[src/rtl/if_prefetch_queue.sv]
// ---------------------------------------------------------------------------
// if_prefetch_queue
//
// Instruction-fetch front end feeding the ID stage. Owns the fetch PC,
// issues one word read per cycle to a synchronous instruction BRAM
// (1-cycle read latency), buffers returned {inst, pc} pairs in a small FIFO
// and presents the FIFO head to ID through a valid/ready handshake.
// A redirect flushes everything queued or in flight and restarts fetch.
//
// Optional feature macro: PREFETCH_BYPASS_EN
//   When defined, a response arriving while the FIFO is empty is presented
//   to ID in the same cycle; if ID accepts it, it is never written.
//
// Parameters:
//   DEPTH     FIFO entries (power of two, 2..16)
//   RESET_PC  fetch PC loaded on reset
//
// Ports:
//   clk          rising-edge clock
//   rst_n        synchronous active-low reset
//   imem_req     read request this cycle
//   imem_addr    word-aligned fetch address
//   imem_rdata   instruction, valid the cycle after imem_req
//   id_valid     head entry available to ID
//   id_ready     ID accepts head this cycle
//   id_inst      head instruction
//   id_pc        head PC
//   id_npc       head PC + 4
//   redirect     flush and restart fetch
//   redirect_pc  restart target (bits [1:0] ignored)
//   occupancy    current FIFO entry count
// ---------------------------------------------------------------------------
module if_prefetch_queue #(
    parameter int unsigned DEPTH    = 4,
    parameter logic [31:0] RESET_PC = 32'h0000_0000
) (
    input  logic                     clk,
    input  logic                     rst_n,
    output logic                     imem_req,
    output logic [31:0]              imem_addr,
    input  logic [31:0]              imem_rdata,
    output logic                     id_valid,
    input  logic                     id_ready,
    output logic [31:0]              id_inst,
    output logic [31:0]              id_pc,
    output logic [31:0]              id_npc,
    input  logic                     redirect,
    input  logic [31:0]              redirect_pc,
    output logic [$clog2(DEPTH):0]   occupancy
);

    localparam int unsigned PW = $clog2(DEPTH);
    localparam int unsigned CW = PW + 1;
    localparam logic [CW:0] DEPTH_C = (CW + 1)'(DEPTH);

    logic [31:0]   fetch_pc_q, fetch_pc_d;
    logic          inflight_q, inflight_d;
    logic [31:0]   req_pc_q;
    logic [PW-1:0] rd_ptr_q, rd_ptr_d;
    logic [PW-1:0] wr_ptr_q, wr_ptr_d;
    logic [CW-1:0] count_q, count_d;
    logic [31:0]   inst_mem_q [DEPTH];
    logic [31:0]   pc_mem_q   [DEPTH];

    logic [CW:0]   credit_used;
    logic          issue;
    logic          fifo_nonempty;
    logic          bypass;
    logic          push;
    logic          pop;
    logic          unused_redirect_lsbs;

    assign unused_redirect_lsbs = ^redirect_pc[1:0];

    // Credits cover both stored entries and the response still in flight,
    // so a response always finds a free slot even if ID never pops.
    assign credit_used   = {1'b0, count_q} + {{CW{1'b0}}, inflight_q};
    assign issue         = rst_n & ~redirect & (credit_used < DEPTH_C);
    assign fifo_nonempty = (count_q != '0);

`ifdef PREFETCH_BYPASS_EN
    // Empty FIFO with a response arriving: hand it straight to ID.
    assign bypass = ~fifo_nonempty & inflight_q & ~redirect;
`else
    assign bypass = 1'b0;
`endif

    // A bypassed entry that ID takes immediately is never stored.
    assign push = inflight_q & ~redirect & ~(bypass & id_ready);
    assign pop  = rst_n & fifo_nonempty & id_ready & ~redirect;

    assign imem_req  = issue;
    assign imem_addr = fetch_pc_q;

    // Redirect squashes the head so no stale instruction is offered.
    assign id_valid  = rst_n & ~redirect & (fifo_nonempty | bypass);
    assign id_inst   = bypass ? imem_rdata : inst_mem_q[rd_ptr_q];
    assign id_pc     = bypass ? req_pc_q   : pc_mem_q[rd_ptr_q];
    assign id_npc    = id_pc + 32'd4;
    assign occupancy = rst_n ? count_q : '0;

    always_comb begin
        fetch_pc_d = fetch_pc_q;
        inflight_d = 1'b0;
        rd_ptr_d   = rd_ptr_q;
        wr_ptr_d   = wr_ptr_q;
        count_d    = count_q;
        if (redirect) begin
            fetch_pc_d = {redirect_pc[31:2], 2'b00};
            rd_ptr_d   = '0;
            wr_ptr_d   = '0;
            count_d    = '0;
        end else begin
            if (issue) begin
                fetch_pc_d = fetch_pc_q + 32'd4;
                inflight_d = 1'b1;
            end
            if (push) begin
                wr_ptr_d = wr_ptr_q + PW'(1);
            end
            if (pop) begin
                rd_ptr_d = rd_ptr_q + PW'(1);
            end
            case ({push, pop})
                2'b10:   count_d = count_q + CW'(1);
                2'b01:   count_d = count_q - CW'(1);
                default: count_d = count_q;
            endcase
        end
    end

    always_ff @(posedge clk) begin
        if (!rst_n) begin
            fetch_pc_q <= RESET_PC;
            inflight_q <= 1'b0;
            rd_ptr_q   <= '0;
            wr_ptr_q   <= '0;
            count_q    <= '0;
        end else begin
            fetch_pc_q <= fetch_pc_d;
            inflight_q <= inflight_d;
            rd_ptr_q   <= rd_ptr_d;
            wr_ptr_q   <= wr_ptr_d;
            count_q    <= count_d;
        end
    end

    // Address of the request whose data arrives next cycle.
    always_ff @(posedge clk) begin
        req_pc_q <= fetch_pc_q;
    end

    always_ff @(posedge clk) begin
        if (rst_n && push) begin
            inst_mem_q[wr_ptr_q] <= imem_rdata;
            pc_mem_q[wr_ptr_q]   <= req_pc_q;
        end
    end

endmodule

[config.mk]
export PLATFORM = sky130hd
export DESIGN_NAME = if_prefetch_queue
export DESIGN_NICKNAME = d
export VERILOG_FILES = /design/src/rtl/if_prefetch_queue.sv
export SDC_FILE = /design/constraint.sdc
export NUM_CORES = 1
export LEC_CHECK = 0
export ABC_CLOCK_PERIOD_IN_PS = 3900
export BUFFER_PORTS_ARGS = -buffer_cell sky130_fd_sc_hd__clkbuf_2
export CAP_MARGIN = 20
export CORE_MARGIN = 3
export CORE_UTILIZATION = 56
export CTS_CLUSTER_DIAMETER = 40
export DETAILED_ROUTE_END_ITERATION = 12
export PLACE_DENSITY = 0.79
export SYNTH_ARGS = -nofsm -noshare
export SYNTH_HDL_FRONTEND = slang
export SYNTH_SLANG_ARGS = --single-unit
[constraint.sdc]
create_clock -name clk -period 3.9 [get_ports clk]
set_input_delay 0.585 -clock clk [delete_from_list [all_inputs] [get_ports clk]]
set_output_delay 0.585 -clock clk [all_outputs]
set_load 0.02 [all_outputs]
# Yosys cells after proc, flatten, opt, wreduce, memory -nomap -nowiden
# Memory sizes are Yosys's and may differ from the RTL's. A register that Yosys moved wholly into a read port is not among the register bits.
# Index checks and enable logic that the tools add are counted.
# W data, S select, Z words.
dict set report classes {
  bitwise_logic 9
  addsub 7
  n_reduce_logical 5
  magnitude_cmp 1
  n_eq_ne 2
  mux 11
}
# operator n
set op_table {}
lappend op_table {{$add A32 B3 Y32 const B} 2}
lappend op_table {{$mux W32} 2}
lappend op_table {{$mux W2} 4}
lappend op_table {{$and A1 B1 Y1} 7}
lappend op_table {{$pmux W3 S2} 1}
lappend op_table {{$add A2 B1 Y2 const B} 2}
lappend op_table {{$add A3 B1 Y4} 1}
lappend op_table {{$lt A4 B3 Y1 const B} 1}
lappend op_table {{$reduce_bool A2 Y1} 2}
lappend op_table {{$add A3 B1 Y3 const B} 1}
lappend op_table {{$mux W1} 3}
lappend op_table {{$mux W3} 1}
lappend op_table {{$reduce_bool A3 Y1} 1}
lappend op_table {{$sub A3 B1 Y3 const B} 1}
lappend op_table {{$eq A2 B1 Y1 const B} 1}
lappend op_table {{$eq A2 B2 Y1 const B} 1}
lappend op_table {{$not A1 Y1} 2}
lappend op_table {{$reduce_or A2 Y1} 1}
lappend op_table {{$logic_and A1 B1 Y1} 1}
dict set report totals {
  ramBits 256
  ff_bits 72
  n_memories 2
  output_inout_bits 133
  inputBits 68
  wordCells 44
}
# memory depth word_bits rd rd_clocked_by_memory_dff wr line_no
set mem_list {}
lappend mem_list {inst_mem_q 4 32 1 1 1 62} ;# logic [31:0] inst_mem_q [DEPTH];
lappend mem_list {pc_mem_q 4 32 1 1 1 63} ;# logic [31:0] pc_mem_q [DEPTH];

# Logic depth before layout (Yosys ltp)
# Gate-level depths: netlist of run 1.
dict set report logic_depth {
  depth_word 6
  ltp_mapped 9
  depth_no_buf 8
}

# Worst setup path before layout of run 1
# OpenSTA, ideal clock, no wires.
dict set report synth_timing {
  path_kind {register to output}
  startpoint {register with a tool-made name}
  endpoint {output port id_npc[16]}
  arrival_ps 2485
  required_ps 3315
  path_slack_ps 830
  stages_incl_launch_ff 10
  path_cell_list {dfxtp_1 > buf_6 > buf_12 > buf_8 > mux4_1 > ha_1 > and2_4 > nand3_1 > nor3_1 > xnor2_1}
}
# element line_no
set synth_rtl {}
lappend synth_rtl {{to (decl)} 46} ;# output logic [31:0] id_npc,

==> results of run 1 <==
through the flow:
stage,setup slack (ns),std cells
floorplan,0.830,759
global placement,0.755,1207
detailed placement,0.712,1207
CTS,0.156,1272
global route,0.0232,1272
finish,0.233,1272
registers in the layout, indices dropped and copies added (netlist names), named ones only:
name	flops
imem_addr	30
inflight_q	1
count_q	3
wr_ptr_q	2
pc_mem_q	120
inst_mem_q	128
rd_ptr_q	2
req_pc_q	30
cells in the final DEF, fill, tap and decap left out, types with 21 or more instances in the layout:
master       n
edfxtp_1   248
nor2_1      34
dfxtp_1     68
nand2_1     37
mux4_2      40
nand3_1     23
clkbuf_16   38
mux4_1      21
o21ai_0     22
clkbuf_2   192
report_power, final:
part	switching [W]	internal, W	total, W	leakage, nW
logic	0.000164	0.0000940	0.000258	1.98
clock network	0.00131	0.00204	0.00335	0.591
registers	0.0000631	0.00370	0.00377	2.87
total	0.00154	0.00583	0.00737	5.44
worst max path at each step:
stage,startpoint,endpoint,slack [ns]
finish,register,id_npc[27],0.23
floorplan,register,id_npc[16],0.83
detailed placement,register,id_npc[30],0.71
global placement,register,id_npc[26],0.75
global route,register,id_npc[29],0.02
CTS,register,id_npc[27],0.16
cell families after synthesis:
logic type / count (synthesis)
flops: 318
simple gates: 183
compound gates: 84
mux: 66
buf+inv: 61
xor+xnor: 33
fa+ha+maj: 8
other cells: 1
final cells by class:
cell class                 instances  share of cell area
clock buffer                      48              0.0686
clock inverter                    17              0.0118
inverter                          19             0.00471
multi-input combinational        380               0.231
sequential                       318               0.585
tap                              280              0.0231
timing repair buffer             210              0.0757
per-layer routing:
layer / global-route usage / wire, µm
met1: 0.290 / 10500
met5: 0 / 0
met2: 0.361 / 13100
met4: 0.0654 / 609
met3: 0.0462 / 2150
worst max-delay path: stages, from the launching register on:
cell      delay [ns]
dfxtp_4         0.53
buf_4           0.40
mux4_1          0.43
and4_1          0.31
nand3_2         0.18
nor4_1          0.34
xor2_1          0.19
clkbuf_2        0.19
==> summary.txt, run 1 <==
Layout
  • Layout cells sized above 1: 0.334
  • Fillers: ~1,500
  • Multi-input logic area: 3500 µm²
  • Layout area overhead: 19.7%
  • Fin area: between 15,000 and 20,000 µm²
  • Antenna cells: 0
  • Register area: 8850 µm²
  • Post-route core utilization: 0.687
  • Nets@finish: 1,042

Clock network
  • Insertion delay to the later sink of the worst-skew pair: 0.51 ns
  • # hold bufs at CTS: 0
  • H-tree depth: 2
  • Post-cts repair resize count: 0
  • CTS clk-pin slew, worst paths: 0.06 ns
  • Max clock buf depth: 3
  • Inserted Clock Buffers: 37
  • Sink Count: 318
  • CTS tree: done
  • Root buf cell: clkbuf_16
  • Post-CTS Setup Bufs: 0

Logic synthesis
  • XOR/XNOR share of the synthesized area: 0.0229
  • Post-synth EDFFs: 248
  • Largest family of logic cells by synthesized area: multiplexers
  • Synth unique cells: 63
  • Post-Synth Simple-Gate Area: 0.0813
  • Post-synthesis mux area share: 0.120
  • Synth Instances: 754
  • Synth Area in Compound Gates: 0.0414
  • Async set-reset flop share out of synthesis: 0
  • Post-Syn Area: 12,600 µm²
  • Primary FF master, synth: edfxtp_1
  • Mean Syn Cell Area: between 15 and 20 µm²
  • Cell taking the most area after synthesis: edfxtp_1
  • Top-count cell post-synth: edfxtp_1
  • YS warnings: 0
  • Synth top area share: 0.589
  • Top cells by count, synth: 248 x edfxtp_1, 70 x dfxtp_1, 40 x mux4_2, 37 x nand2_1, 34 x nor2_1
  • Sequential element share of the synthesized area: 0.700
  • Yosys reg bits: 318
  • Top post-synthesis cells by area: edfxtp_1 59%, dfxtp_1 11%, mux4_2 7.1%
  • Post-synthesis adder-cell area fraction: 0.00851

Setup path
  • WP data required: 3.31 ns
  • Terminus of the critical flop-to-flop path: imem_addr[17]$_SDFFE_PN0P_
  • R2R Path Start: imem_addr[9]$_SDFFE_PN0P_
  • CP startpoint kind: register
  • Worst r2r path cells: 5
  • FF-to-FF setup slack: 1.55 ns
  • Setup CP Type: register to output pin
  • Critical Path Fanout Max: 19
  • Critical Path Sink Type: output pin
  • CP arrival: around 3.1 ns

STA
  • Final Hold Vio Count: 0
  • Setup tns final: 0 ns
  • Fmax: 273 MHz
  • # setup viols final: 0
  • RSZ-0062 raised after global routing: no
  • Fin crit period: 3.67 ns
  • Slew Limit Fails: 0
  • Hold WS: 0.303 ns
  • Slew @ Worst Pin: about 0.7 ns
  • Worst Skew: 0.0178 ns
  • Slew headroom: 0.533
  • Period utilization: 0.940

Die
  • Placeable Area: 22,000 µm²
  • Starting Density: 0.574
  • I/O Pins: roughly 200
  • Core Rows: 54
  • Die Y: 156 µm
  • Die Footprint: ~24,000 µm²
  • Die X-Extent: 156 µm

Min path
  • Type of the tightest min-delay check: primary input to register
  • Hold Path End: inst_mem_q[0][13]$_DFFE_PP_
  • Hold Path Stages: 1
  • Hold path startpoint: imem_rdata[13]

Placed design
  • Placer congestion estimate: slightly below 0.9
  • Final HPWL DP: around 17,000 µm
  • Port buffer count: 192
  • Placed cell area: around 14,000 µm²

Power
  • Peak supply drop: 0.000374 V
  • PnR Total Power: 0.00737 W
  • Leakage: 5.44 nW
  • PwrDens: 487 nW/µm²

GRT
  • Tot GR Track Use: 0.216
  • Largest net degree at the start of global routing: 63
  • Grt ovf: 0
  • Antenna violations before repair: 0
  • Vias in the first global route: 7,605
  • First-pass GRT wire length: approximately 41,000 µm

Routing
  • Routed wire length per instance: 20.7 µm
  • Initial DRC Count: around 470
  • WL final: 26,300 µm
  • First-pass DRT Iterations: 5
  • Via/cell ratio: 5.92
  • DRC: 0
  • Final ANT Viol Nets: 0
  • Routed vias: between 7,000 and 8,000

Job
  • Maxcap violations: 0

Status
  • Status: finished, final reports clean
Power figures use the tool's default switching activity.
==> inputs of run 2 (changes only) <==
Settings changed: CORE_ASPECT_RATIO set to 0.7, CORE_MARGIN 3 to not set.
==> run 2 against run 1 <==
Compared with the run above: die area fell by 5.0%; sequential power about the same; highest routed layer unchanged; combinational power about the same; wire length rose by 1.2%; cell area down 1.8%.
==> summary.txt, run 2 (synthesized netlist as in run 1, its figures left out) <==
STA
  • RSZ-0062 raised after global routing: no
  • # setup viols final: 0 (unchanged)
  • Slew headroom: 0.517 (-0.0162)
  • Worst Skew: 0.0248 ns (+0.00697 ns)
  • Final Hold Vio Count: 0 (unchanged)
  • Period utilization: 0.954 (+0.0137)
  • Fmax: 269 MHz (-1.4%)
  • Slew Limit Fails: 0 (unchanged)
  • Final WS setup: 0.179 ns (-0.0536 ns)
  • Slew @ Worst Pin: 0.721 ns (+0.0242 ns)
  • Hold WS: 0.248 ns (-0.0554 ns)
  • Fin crit period: 3.72 ns (+0.0536 ns)
  • Setup tns final: 0 ns (unchanged)

Routing
  • Routed wire length per instance: 21.0 µm (+1.6%)
  • Final ANT Viol Nets: 0 (unchanged)
  • Initial DRC Count: 613 (+31%)
  • Via/cell ratio: 5.87 (-0.79%)
  • First-pass DRT Iterations: 5 (unchanged)
  • Routed vias: 7,448 (-1.1%)
  • DRC: 0 (unchanged)
  • WL final: 26,700 µm (+1.2%)

Setup path
  • Critical Path Fanout Max: 20 (+1)
  • CP arrival: 3.14 ns (+0.06 ns)
  • Critical Path Sink Type: output pin
  • WP data required: 3.31 ns (about the same)
  • CP startpoint kind: register
  • Setup CP Type: register to output pin

Min path
  • Type of the tightest min-delay check: primary input to register

GRT
  • Largest net degree at the start of global routing: 47 (-25%)
  • Grt ovf: 0 (unchanged)
  • Vias in the first global route: 7,019 (-7.7%)
  • Tot GR Track Use: 0.231 (+0.0142)
  • First-pass GRT wire length: 40,400 µm (-2.2%)
  • Antenna violations before repair: 0 (unchanged)

Layout
  • Largest Register: inst_mem_q
  • Antenna cells: 0 (unchanged)
  • Largest register FFs: 128 (unchanged)
  • Most frequent cells in the layout: 248 x edfxtp_1, 192 x clkbuf_2, 68 x dfxtp_1
  • Nets@finish: 1,038 (-0.38%)
  • Layout cells sized above 1: 0.320 (-0.0132)
  • Post-route core utilization: 0.678 (-0.00868)
  • Fillers: 1,450 (-0.75%)
  • Non-Filler Instances: 1,268 (-0.31%)
  • Register area: 8850 µm² (unchanged)
  • Top Registers: inst_mem_q (128), pc_mem_q (120)
  • Layout area overhead: 17.5%
  • Commonest non-fill, non-tap cell in the layout: edfxtp_1
  • Multi-input logic area: 3490 µm² (-0.21%)

Clock network
  • H-tree depth: 1 (-1)
  • Root buf cell: clkbuf_16
  • CTS clk-pin slew, worst paths: 0.06 ns (about the same)
  • Max clock buf depth: 3 (unchanged)
  • Sink Count: 318 (unchanged)
  • Insertion delay to the later sink of the worst-skew pair: 0.55 ns (+0.04 ns)
  • CTS tree: done
  • # hold bufs at CTS: 0 (unchanged)
  • Inserted Clock Buffers: 31 (-16%)

Power
  • Leakage: 5.31 nW (-2.4%)
  • Peak supply drop: 0.000306 V (-18%)
  • PwrDens: 453 nW/µm² (-7.0%)

Die
  • Die Footprint: 23,200 µm² (-5.0%)
  • Starting Density: 0.577 (+0.00325)
  • I/O Pins: 201 (unchanged)
  • Placeable Area: 21,900 µm² (-0.56%)
  • Die X-Extent: 182 µm (+16%)
  • Die Y: 128 µm (-18%)
  • Core Rows: 45 (-17%)

Placed design
  • Dpl cells: 1,210 (+0.25%)
  • Final HPWL DP: 17,600 µm (+4.3%)
  • Place WS: 0.610 ns (-0.102 ns)
  • Placer congestion estimate: 0.830 (-4.3%)
  • Port buffer count: 192 (unchanged)

Job
  • Maxcap violations: 0 (unchanged)

Status
  • Status: finished, final reports clean
[run 2: final timing paths]
check | start | end | slack [ns] | cells after the start
min | imem_rdata[28] | inst_mem_q[0][28]$_DFFE_PP_ | 0.25 | 1
max reg2reg | imem_addr[2]$_SDFFE_PN0P_ | imem_addr[20]$_SDFFE_PN0P_ | 1.53 | 6
min reg2reg | imem_addr[13]$_SDFFE_PN0P_ | req_pc_q[13]$_DFF_P_ | 0.42 | 0
max | register | id_npc[31] | 0.18 | 7
[run 2: timing repair]
item / 4_1_cts / 5_1_grt
gates resized for setup: 0 / 1
setup buffers: 0 / 1
endpoints found under the setup margin: 0 / 5
[run 2: per-layer routing]
| metal | part of all wire | track usage |
|---|---|---|
| met1 | 0.45 | 0.353 |
| met2 | 0.46 | 0.355 |
| met3 | 0.068 | 0.0301 |
| met4 | 0.020 | 0.0588 |
| met5 | 0 | 0 |
[run 2: stage by stage]
stage	cell area [µm²]	total power (W)
5_1_grt	14900	0.00692
3_5_place_dp	13900	0.00410
6_report	14900	0.00673
4_1_cts	14800	0.00677
2_1_floorplan	12700	0.00397
3_3_place_gp	13900	0.00409
[run 2: area by class of cell]
type	count	share of cell area
Clock buffer	41	0.0547
Clock inverter	16	0.00749
Inverter	19	0.00480
Multi-Input combinational cell	380	0.235
Sequential cell	318	0.596
Tap cell	282	0.0237
Timing Repair Buffer	212	0.0786
[run 2: worst max-delay path: stages, from the launching register on]
cell and delay, ns:
dfxtp_2 0.61, buf_4 0.36, mux4_1 0.30, and4_2 0.32, nand3_4 0.13, nor4_4 0.48
xor2_1 0.18, clkbuf_2 0.18
[run 2: power breakdown]
part	total, W	switching, W	internal [W]
Combinational	0.000258	0.000165	0.0000934
Clock	0.00270	0.00122	0.00148
Sequential	0.00377	0.0000702	0.00370
Total	0.00673	0.00145	0.00528
==> inputs of run 3 (changes only) <==
Settings changed: ABC_CLOCK_PERIOD_IN_PS 3900 to 3300, CORE_UTILIZATION 56 to 51, PLACE_DENSITY 0.79 to 0.76.
Clock period 3.9 ns to 3.3 ns, I/O delays scaled along.
==> run 3 against run 2 <==
Compared with the run above: die area increased by 9.7%; cell area increased by 3.2%; non-clock buffer count increased by 24; sequential power increased by 18%; first-iteration DRC count increased by 30%; critical path depth increased by 1; clock power increased by 38%; sequential share of layout area decreased by 1.8 points; critical endpoint is now id_npc[26]; largest cell class unchanged.
==> summary.txt, run 3 (synthesized netlist as in run 1, its figures left out) <==
Status
  • Status: finished, final reports clean

Power
  • Internal power: 0.00665 W (+26%)
  • Seq pwr share: 0.525 (-0.036)
  • Peak supply drop: 0.000307 V (+0.38%)
  • PnR Total Power: 0.00850 W (+26%)
  • Clock network power share: 0.438 (+0.037)
  • Net Sw Power: 0.00185 W (+27%)
  • Sw frac: 0.217 (+0.00179)
  • Comb pwr share: 0.037 (about the same)
  • Leakage: 5.49 nW (+3.4%)
  • PwrDens: 554 nW/µm² (+22%)

GRT
  • First-pass GRT wire length: 43,100 µm (+6.7%)
  • Antenna violations before repair: 0 (unchanged)
  • Largest net degree at the start of global routing: 63 (+34%)
  • Vias in the first global route: 7,380 (+5.1%)
  • Tot GR Track Use: 0.225 (-0.00602)
  • Grt ovf: 0 (unchanged)

Die
  • Core Rows: 47 (+4.4%)
  • Die X-Extent: 190 µm (+4.7%)
  • Die Footprint: 25,400 µm² (+9.7%)
  • Starting Density: 0.527 (-0.0503)
  • I/O Pins: 201 (unchanged)
  • Placeable Area: 24,000 µm² (+9.5%)
  • Die Y: 134 µm (+4.7%)

Clock network
  • H-tree depth: 2 (+1)
  • # hold bufs at CTS: 0 (unchanged)
  • Inserted Clock Buffers: 35 (+13%)
  • Max clock buf depth: 3 (unchanged)
  • CTS clk-pin slew, worst paths: 0.06 ns (about the same)
  • CTS tree: done
  • Insertion delay to the later sink of the worst-skew pair: 0.52 ns (-0.03 ns)
  • Root buf cell: clkbuf_16
  • Sink Count: 318 (unchanged)

STA
  • Slew @ Worst Pin: 0.524 ns (-0.198 ns)
  • Fin crit period: 3.26 ns
  • Slew Limit Fails: 0 (unchanged)
  • Period utilization: 0.988
  • Slew headroom: 0.648 (+0.131)
  • Fmax: 307 MHz
  • Hold WS: 0.208 ns (-0.0395 ns)
  • # setup viols final: 0 (unchanged)
  • Worst Skew: 0.0275 ns (+0.00265 ns)
  • Final Hold Vio Count: 0 (unchanged)
  • RSZ-0062 raised after global routing: yes

Setup path
  • Slowest CP cell: dfxtp_4
  • Largest stage delay, worst path: 0.40 ns (-0.21 ns)
  • Critical Path Sink Type: output pin
  • Worst-path cell chain: buf_12 -> mux4_2 -> and4_4 -> nand4_4 -> buf_4 -> nor3_1 -> xnor2_1 -> clkbuf_4
  • CP startpoint kind: register
  • Setup CP Type: register to output pin
  • Critical path's top delay family: simple AND/OR/NAND/NOR gates
  • WP data required: 2.80 ns (-0.51 ns)
  • CP Buf/Inv Count: 3 (+1)
  • Critical Path Fanout Max: 7 (-65%)
  • CP arrival: 2.76 ns (-0.38 ns)

Routing
  • First-pass DRT Iterations: 5 (unchanged)
  • Initial DRC Count: 799 (+30%)
  • DRC: 0 (unchanged)
  • WL final: 28,400 µm (+6.7%)
  • Routed vias: 7,660 (+2.8%)
  • Final ANT Viol Nets: 0 (unchanged)
  • Routed wire length per instance: 21.3 µm (+1.5%)
  • Via/cell ratio: 5.75 (-2.2%)

Layout
  • Layout area overhead: 21.3%
  • Register area: 8860 µm² (about the same)
  • Fillers: 1,733 (+20%)
  • Multi-input logic area: 3500 µm² (+0.29%)
  • Antenna cells: 0 (unchanged)
  • Nets@finish: 1,066 (+2.7%)
  • Top Registers: inst_mem_q (128), pc_mem_q (120)
  • Post-route core utilization: 0.639 (-0.0391)
  • Commonest non-fill, non-tap cell in the layout: edfxtp_1
  • Largest register FFs: 128 (unchanged)
  • Largest Register: inst_mem_q
  • Most frequent cells in the layout: 248 x edfxtp_1, 184 x clkbuf_2, 68 x dfxtp_1
  • Layout cells sized above 1: 0.368 (+0.0480)

Placed design
  • Final HPWL DP: 18,300 µm (+4.1%)
  • Placer congestion estimate: 0.841 (+1.3%)
  • Port buffer count: 192 (unchanged)

Job
  • Maxcap violations: 0 (unchanged)

Min path
  • Type of the tightest min-delay check: primary input to register
## run 3: metal layers
layer / share of wire / wire (µm) / GRT usage / vias up
li1: - / - / - / 3446
met1: 0.46 / 13100 / 0.350 / 3835
met2: 0.45 / 12900 / 0.330 / 332
met3: 0.065 / 1860 / 0.0361 / 47
met4: 0.019 / 543 / 0.0604 / 0
met5: 0 / 0 / 0 / -
## run 3: cell type report
| cell class | instances | share of cell area |
|---|---|---|
| inverters | 19 | 0.00465 |
| multi-input cells | 380 | 0.228 |
| repair buffers | 236 | 0.0912 |
| clock inverters | 21 | 0.0143 |
| clock buffers | 41 | 0.0586 |
| flip-flops and latches | 318 | 0.577 |
| well taps | 318 | 0.0259 |
## run 3: what timing repair did
item | CTS | global route
pin swaps | 1 | 5
endpoints found under the setup margin | 19 | 18
resized for setup | 25 | 21
setup buffers | 10 | 9
## run 3: final timing paths
path	cells after the start	end	slack, ns	startpoint
worst min-delay path	3	imem_addr[13]$_SDFFE_PN0P_	0.21	redirect_pc[13]
worst min register to register	0	req_pc_q[13]$_DFF_P_	0.41	imem_addr[13]$_SDFFE_PN0P_
worst max-delay path	8	id_npc[26]	0.04	register
worst max register to register	6	imem_addr[20]$_SDFFE_PN0P_	0.82	imem_addr[2]$_SDFFE_PN0P_
## run 3: worst reg2reg max path: stages (launching register included)
cell and delay (ns):
dfxtp_1 0.48, ha_1 0.29, nand3_1 0.16, nor4_1 0.42
nand2_1 0.25, or4b_2 0.66, a31oi_1 0.16
## run 3: through the flow
| stage | instances | area [µm²] | setup TNS [ns] | worst slack [ns] |
|---|---|---|---|---|
| finish | 1333 | 15300 | 0 | 0.0405 |
| global route | 1333 | 15300 | -0.276 | -0.0802 |
| CTS | 1324 | 15200 | 0 | 0.00259 |
| detailed placement | 1252 | 14000 | 0 | 0.305 |
| global placement | 1252 | 14000 | 0 | 0.325 |
| floorplan | 759 | 12700 | 0 | 0.320 |
## run 3: power by group through the flow
stage	Clock [W]	Sequential [W]	Combinational, W
2_1_floorplan	0	0.00453	0.000154
3_3_place_gp	0	0.00454	0.000302
3_5_place_dp	0	0.00454	0.000308
4_1_cts	0.00380	0.00445	0.000312
5_1_grt	0.00394	0.00446	0.000340
6_report	0.00372	0.00446	0.000315
